===== config.mk =====
export PLATFORM = sky130hd
export DESIGN_NAME = regfile_write_arbiter
export DESIGN_NICKNAME = d
export VERILOG_FILES = /design/src/rtl/regfile_ctrl_pkg.sv /design/src/rtl/rr_arbiter.sv /design/src/rtl/regfile_write_arbiter.sv
export SDC_FILE = /design/constraint.sdc
export NUM_CORES = 1
export LEC_CHECK = 0
export CORE_UTILIZATION = 30
export DETAILED_ROUTE_END_ITERATION = 16
export DONT_BUFFER_PORTS = 1
export PLACE_DENSITY = 0.55
export SLEW_MARGIN = 20
export SYNTH_ARGS = -nofsm -noshare
export SYNTH_HDL_FRONTEND = slang
export SYNTH_SLANG_ARGS = --single-unit
export TNS_END_PERCENT = 20

===== constraint.sdc =====
create_clock -name clk -period 4.9 [get_ports clk]
set_clock_uncertainty 0.15 [all_clocks]
set_input_delay 0.98 -clock clk [delete_from_list [all_inputs] [get_ports clk]]
set_output_delay 0.98 -clock clk [all_outputs]
set_load 0.02 [all_outputs]

===== src/rtl/regfile_ctrl_pkg.sv =====
// rtl/regfile_ctrl_pkg.sv - shared types and constants for the register file write path
package regfile_ctrl_pkg;

  typedef enum logic {
    CLEAR = 1'b0,
    ARB   = 1'b1
  } wr_state_t;

  localparam int REG_COUNT = 32;
  localparam int ZERO_REG  = 0;
  localparam int LAST_REG  = REG_COUNT - 1;

endpackage


===== src/rtl/rr_arbiter.sv =====
// rtl/rr_arbiter.sv - combinational round-robin arbiter
// Grants the first asserted request at or after ptr, wrapping around.
module rr_arbiter #(
  parameter int NUM_REQ = 3,
  parameter int IDX_W   = (NUM_REQ > 1) ? $clog2(NUM_REQ) : 1
) (
  input  logic [NUM_REQ-1:0] req,
  input  logic [IDX_W-1:0]   ptr,
  output logic [NUM_REQ-1:0] grant,
  output logic [IDX_W-1:0]   grant_idx
);

  int idx;

  // Scan from the farthest candidate back to ptr so the nearest one wins.
  always_comb begin
    grant     = '0;
    grant_idx = '0;
    idx       = 0;
    for (int k = NUM_REQ - 1; k >= 0; k--) begin
      idx = int'(ptr) + k;
      if (idx >= NUM_REQ) idx = idx - NUM_REQ;
      if (req[idx]) begin
        grant      = '0;
        grant[idx] = 1'b1;
        grant_idx  = IDX_W'(idx);
      end
    end
  end

endmodule


===== src/rtl/regfile_write_arbiter.sv =====
// rtl/regfile_write_arbiter.sv - round-robin owner of the register file write port
// Runs a zeroing sweep of registers 1..31 after reset or on clear_start, then arbitrates.
module regfile_write_arbiter
  import regfile_ctrl_pkg::*;
#(
  parameter int NUM_REQ = 3,
  parameter int ADDR_W  = 5,
  parameter int DATA_W  = 32
) (
  input  logic                      clk,
  input  logic                      rst,
  input  logic [NUM_REQ-1:0]        req_valid,
  input  logic [NUM_REQ*ADDR_W-1:0] req_addr,
  input  logic [NUM_REQ*DATA_W-1:0] req_data,
  output logic [NUM_REQ-1:0]        req_ready,
  input  logic                      clear_start,
  output logic                      busy,
  output logic                      Reg_Write,
  output logic [ADDR_W-1:0]         Write_Register,
  output logic [DATA_W-1:0]         Data
);

  localparam int IDX_W = (NUM_REQ > 1) ? $clog2(NUM_REQ) : 1;

  wr_state_t          state, state_next;
  logic [ADDR_W-1:0]  clr_cnt;
  logic [IDX_W-1:0]   rr_ptr;
  logic [NUM_REQ-1:0] grant;
  logic [IDX_W-1:0]   grant_idx;
  logic               handshake;
  logic [ADDR_W-1:0]  sel_addr;
  logic [DATA_W-1:0]  sel_data;

  rr_arbiter #(
    .NUM_REQ (NUM_REQ),
    .IDX_W   (IDX_W)
  ) u_rr_arbiter (
    .req       (req_valid),
    .ptr       (rr_ptr),
    .grant     (grant),
    .grant_idx (grant_idx)
  );

  // A clear request suppresses the grant in the same cycle, so no write is lost.
  always_comb begin
    state_next = state;
    req_ready  = '0;
    case (state)
      CLEAR: begin
        if (clr_cnt == ADDR_W'(LAST_REG)) state_next = ARB;
      end
      ARB: begin
        if (clear_start) state_next = CLEAR;
        else             req_ready  = grant;
      end
      default: state_next = CLEAR;
    endcase
  end

  always_comb begin
    sel_addr = '0;
    sel_data = '0;
    for (int i = 0; i < NUM_REQ; i++) begin
      if (grant[i]) begin
        sel_addr = req_addr[i*ADDR_W +: ADDR_W];
        sel_data = req_data[i*DATA_W +: DATA_W];
      end
    end
  end

  assign handshake = |(req_valid & req_ready);
  assign busy      = (state == CLEAR);

  always_ff @(posedge clk or posedge rst) begin
    if (rst) begin
      state          <= CLEAR;
      clr_cnt        <= ADDR_W'(1);
      rr_ptr         <= '0;
      Reg_Write      <= 1'b0;
      Write_Register <= '0;
      Data           <= '0;
    end else begin
      state     <= state_next;
      Reg_Write <= 1'b0;
      if (state == CLEAR) begin
        Reg_Write      <= 1'b1;
        Write_Register <= clr_cnt;
        Data           <= '0;
        clr_cnt        <= clr_cnt + ADDR_W'(1);
      end else begin
        clr_cnt <= ADDR_W'(1);
        if (handshake) begin
          // Register 0 is hardwired to zero: consume the request but drop the write.
          Reg_Write      <= (sel_addr != ADDR_W'(ZERO_REG));
          Write_Register <= sel_addr;
          Data           <= sel_data;
          rr_ptr         <= (grant_idx == IDX_W'(NUM_REQ - 1)) ? '0 : grant_idx + IDX_W'(1);
        end
      end
    end
  end

endmodule


Yosys cells after proc, flatten, opt, wreduce, memory -nomap -nowiden
Cells that the tools add are included.
{"block": "totals", "reg_bits": 46, "inputBits": 117, "output_inout_bits": 42, "wordCells": 76}
{"block": "classes", "addsub": 7, "magnitude_cmp": 9, "n_eq_ne": 3, "muxes": 43, "n_bitwise": 2, "n_reduce_logical": 6}
{"cell": "$mux 32", "n": 8}
{"cell": "$ge 32x1->1 const B", "n": 3}
{"cell": "$lt 32x4->1 const B", "n": 3}
{"cell": "$ge 32x3->1 const B", "n": 2}
{"cell": "$sub 32x3->32 const B", "n": 2}
{"cell": "$mux 5", "n": 6}
{"cell": "$mux 3", "n": 5}
{"cell": "$mux 1", "n": 13}
{"cell": "$mux 2", "n": 4}
{"cell": "$bmux 1 s2", "n": 3}
{"cell": "$demux 1 s2", "n": 3}
{"cell": "$add 5x1->5 const B", "n": 1}
{"cell": "$eq 5x5->1 const B", "n": 1}
{"cell": "$reduce_bool 5->1", "n": 1}
{"cell": "$add 2x1->3 const B", "n": 1}
{"cell": "$add 2x2->3 const B", "n": 1}
{"cell": "$and 3x3->3", "n": 1}
{"cell": "$logic_and 1x1->1", "n": 3}
{"cell": "$reduce_or 3->1", "n": 1}
{"cell": "$sub 2x2->3 const B", "n": 1}
{"cell": "$add 2x1->2 const B", "n": 1}
{"cell": "$eq 2x2->1 const B", "n": 1}
{"cell": "$ge 2x2->1 const B", "n": 1}
{"cell": "$ne 2x1->1 const B", "n": 1}
{"cell": "3 further kinds", "n": 3}

Longest topological paths before layout
{"block": "depth", "depth_word": 16, "mapped_depth": 12}

By module
A second synthesis with hierarchy kept.
{"block": "unflattened", "cells_unflattened": 303, "area_unflattened_um2": 2861.5}
{"mod": "regfile_write_arbiter", "instances": 1, "cells_per_inst": 265, "area_per_inst_um2": 2570.0, "seq_area_each_um2": 1152.4}
{"mod": "rr_arbiter", "instances": 1, "cells_per_inst": 38, "area_per_inst_um2": 291.5, "seq_area_each_um2": 0.0}

Worst setup path before layout
No wires, ideal clock.
{"block": "synth_path", "kind": "input -> output", "start": "input port req_valid[0]", "end": "output port req_ready[1]", "arrival_time_ns": 2.658, "t_required_ns": 3.770, "setup_slack_ns": 1.112, "path_stages": 8, "n_path_buf": 3, "cell_sequence": "mux2_4 > nor4b_1 > o21a_1 > or2_1 > clkbuf_1 > buf_2 > buf_2 > nor2b_1"}
{"block": "synth_between", "elab_chain_len": 8, "elab_cells_between_ends": 14}
{"element": "start: declaration", "line": "regfile_write_arbiter.sv:12", "rtl": "input logic [NUM_REQ-1:0] req_valid,"}
{"element": "$bmux 1 s2", "line": "rr_arbiter.sv:23", "rtl": "if (req[idx]) begin"}
{"element": "$mux 1 (implied by the code) (2 in series)", "line": "rr_arbiter.sv:23"}
{"element": "$mux 3 (2 in series)", "line": "rr_arbiter.sv:23"}
{"element": "$mux 3 *", "line": "rr_arbiter.sv:23"}
{"element": "$mux 3 *", "line": "regfile_write_arbiter.sv:53", "rtl": "if (clear_start) state_next = CLEAR;"}
{"element": "$mux 3 *", "line": "regfile_write_arbiter.sv:48", "rtl": "case (state)"}
{"element": "end: declaration", "line": "regfile_write_arbiter.sv:15", "rtl": "output logic [NUM_REQ-1:0] req_ready,"}
Mark *: on every way between the ends. The rest lies on a longest branch, timed or not. The select of a mux whose other input is x is not followed.

Worst setup path after layout
{"block": "layout_path", "start": "register rr_ptr[0]", "end": "output port req_ready[1]"}
{"block": "layout_between", "elab_chain_len": 12, "elab_cells_between_ends": 40}
{"element": "start: declaration", "line": "regfile_write_arbiter.sv:27", "rtl": "logic [IDX_W-1:0] rr_ptr;"}
{"element": "start signal: assignment", "line": "regfile_write_arbiter.sv:97", "rtl": "rr_ptr <= (grant_idx == IDX_W'(NUM_REQ - 1)) ? '0 : grant_idx + IDX_W'(1);"}
{"element": "$add 2x2->3", "line": "rr_arbiter.sv:21", "rtl": "idx = int'(ptr) + k;"}
{"element": "$sub 32x3->32 or $ge 32x3->1 (tied branches)", "line": "rr_arbiter.sv:22", "rtl": "if (idx >= NUM_REQ) idx = idx - NUM_REQ;"}
{"element": "$mux 32", "line": "rr_arbiter.sv:22"}
{"element": "$ge 32x1->1 (implied by the code) or $lt 32x4->1 (tied branches)", "line": "rr_arbiter.sv:25", "rtl": "grant[idx] = 1'b1;"}
{"element": "$logic_and 1x1->1 (implied by the code)", "line": "rr_arbiter.sv:25"}
{"element": "$mux 1 (implied by the code)", "line": "rr_arbiter.sv:25"}
{"element": "$demux 1 s2"}
{"element": "$mux 3 (2 in series)", "line": "rr_arbiter.sv:23"}
{"element": "$mux 3 *", "line": "rr_arbiter.sv:23"}
{"element": "$mux 3 *", "line": "regfile_write_arbiter.sv:53"}
{"element": "$mux 3 *", "line": "regfile_write_arbiter.sv:48"}
Marked as above.

==> results by group <==
Global route
  • Largest net degree at the start of global routing: 50
  • Total track usage: 17.7%
  • GR Overflow Total: 0
  • First-pass GRT wire length: 13.9 mm
  • Vias in the first global route: 2546
  • Initial antenna violation count: 0

STA
  • Final Max Tran Viols: 0
  • Unrepaired setup endpoints after global routing: no
  • Measured slew at the worst slew-check pin: 0.842 ns
  • Rel. slew slack: 43.8%
  • Minimum clock period: 3.95 ns
  • FMAX: 253 MHz
  • Final setup vio count: 0
  • Final Hold Vio Count: 0
  • Setup ws final: 0.945 ns
  • Fin crit share: 80.7%
  • Setup_tns: 0 ns

Placed design
  • Placed cell areas: 0.00301 mm2
  • Global placement routability congestion: 0.903
  • DP HPWL: 6.38 mm
  • Port Buffers: 0
  • Placed cell count: 418
  • DP Worst Slack: 1.19 ns

Setup path
  • FF-to-FF setup slack: 1.27 ns
  • Setup CP Type: reg2out
  • Critical Path Source: rr_ptr[0]
  • CP endpoint kind: output port
  • CP Data Required Time: 3.77 ns
  • R2R Path Start: rr_ptr[0]
  • Worst Setup EP: req_ready[1]
  • Worst R2R Path Depth: 11
  • Worst setup SP type: register
  • RR Endpoint: Data[0]
  • Worst Path Max Fanout: 20
  • Worst EP arrival: 2.82 ns

Synthesis
  • Post-synthesis sequential area ratio: 39.3%
  • Cells after synthesis: 315
  • Syn Nets: 438
  • Top_reg_cell synth: dfrtp_1
  • Post-Syn Area per Cell: 9.30 um2
  • Ys Warns: 0
  • Seq cells post-synth: 46
  • Synth async-reset ratio: 100%
  • Number of synthesized flops with an enable pin: 0
  • Syn Std Cell Area: 0.00293 mm2
  • Netlist cell types: 42

Final layout
  • Most frequent cells in the layout: 44 x dfrtp_1, 38 x nor2_1, 38 x o211ai_1
  • Layout cells sized above 1: 9.76%
  • FILL cells: 1011
  • Number of nets in the layout: 419
  • Most common cell after layout, fill and taps aside: dfrtp_1
  • Finished Layout Cells: 426
  • Ant diodes: 0
  • Area growth, synth to finish: 7.60%
  • Design Area, Final: 0.00315 mm2

Outcome
  • Outcome: finished clean

Pwr
  • Maximum VDD drop: 0.000211 V
  • Power Dens Cells: 694 mW/mm2
  • Static leakage: 1.24 nW

Route
  • Average vias per placed instance: 6.12
  • DR iter-0 viols: 102
  • Pre-antenna DRT Iters: 5
  • Via count: 2609
  • Detailed-route wire length: 9.04 mm
  • Per-cell routed wire length: 21.2 um
  • DR DRC count: 0
  • Final ANT Viol Nets: 0

Clock tree
  • Post-CTS setup buffer count: 0
  • CTS buffer count: 5
  • CTS-repair resized insts: 0
  • Sinks on Clock Net: 46
  • Clock Tree Buf Depth: 2
  • Worst-path clk slew: 0.09 ns
  • CTS Hold Bufs: 0
  • CTS tree: done
  • Clk root buf: clkbuf_8
  • Worst-skew pair later-pin latency: 0.30 ns
  • H-tree levels: 2

Hold path
  • HP Class: reg2reg

Floorplanning
  • I/O pin count: 159
  • Row count: 35
  • Core area: 0.00937 mm2
  • Die Span Y: 101 um
  • Die ar.: 0.0102 mm2
  • Width of the die: 101 um
  • Initial Utilization: 31.3%

Run
  • Max_cap viols: 0
==> cells by family (layout without fill, tap and decap cells) <==
group                    after synthesis  after routing  synth area share (%)
XOR/XNOR                               2              2                 0.598
AO/OA/AOI/OAI                        140            140                  37.1
flip-flops                            46             46                  39.3
adder cells (fa/ha/maj)                6              6                  2.56
buffers and inverters                 51             33                  7.43
AND/OR/NAND/NOR                       63             63                  10.1
multiplexers                           7              7                  2.82
==> worst min path at each step <==
stage                          start    endpoint  cells past startpoint
after floorplan           clr_cnt[0]  clr_cnt[0]                      1
after global placement    clr_cnt[0]  clr_cnt[0]                      1
after detailed placement  clr_cnt[0]  clr_cnt[0]                      1
after CTS                 clr_cnt[0]  clr_cnt[0]                      1
after global routing      clr_cnt[0]  clr_cnt[0]                      1
final                     clr_cnt[0]  clr_cnt[0]                      1
==> critical path: stages, from the launching register on <==
cell and delay [ns]:
dfrtp_1 0.41, inv_1 0.10, ha_1 0.30, mux2_2 0.40, a21oi_4 0.27, o21a_1 0.21, or2_1 0.14, buf_4 0.26
nor2b_1 0.43
==> cell type report <==
cell class	count	area [um2]	area share, %
timing repair buffer	8	60.1	1.90
inverter	17	65.1	2.06
multi-input combinational	218	1580	50.0
sequential	46	1150	36.6
clock buffer	5	68.8	2.18
tap	129	161	5.12
clock inverter	3	68.8	2.18
==> per-layer routing <==
layer / track usage, % / wire length [um] / up-vias
met5: 0 / 0 / -
met4: 4.46 / 146 / 0
met3: 3.95 / 703 / 12
met2: 29.7 / 4390 / 135
met1: 23.1 / 3810 / 1274
li1: - / - / 1188
==> through the flow <==
step | power [mW] | util, % | hold slack, ns
global route | 2.37 | 33.6 | 0.371
global placement | 1.83 | 32.2 | 0.333
CTS | 2.21 | 33.6 | 0.354
detailed placement | 1.86 | 32.2 | 0.332
finish | 2.19 | 33.6 | 0.354
floorplan | 1.52 | - | 0.308
==> flip-flops by register name (all words and copies together), names as in the netlist <==
name            cells
Reg_Write           1
state               1
rr_ptr              2
Write_Register      5
Data               32
clr_cnt             5
==> synthesized netlist by cell type, types with 2 or more instances <==
library cell / n / area (um2)
a21oi_1: 4 / 20.0
nor2b_1: 4 / 25.0
clkbuf_1: 21 / 78.8
buf_2: 9 / 45.0
o221ai_1: 5 / 43.8
nor3b_1: 3 / 22.5
o211ai_1: 38 / 285
mux2_4: 2 / 30.0
nand3_1: 2 / 10.0
o21a_1: 3 / 22.5
mux2_2: 2 / 22.5
nand2b_1: 5 / 31.3
dfrtp_1: 45 / 1130
a221oi_1: 33 / 289
inv_1: 17 / 63.8
nor2_1: 39 / 146
o22ai_1: 5 / 31.3
o31ai_1: 32 / 240
or2_1: 2 / 12.5
o311ai_0: 2 / 17.5
buf_4: 2 / 15.0
o21ai_0: 8 / 40.0
xnor2_1: 2 / 17.5
mux2i_1: 3 / 30.0
ha_1: 6 / 75.1
nand2_1: 3 / 11.3
a21o_1: 3 / 22.5
==> power breakdown <==
group | switching [mW] | internal (mW)
logic | 0.886 | 0.431
registers | 0.0848 | 0.445
clock network | 0.136 | 0.204
No activity file was read; power rests on OpenSTA's default activity.
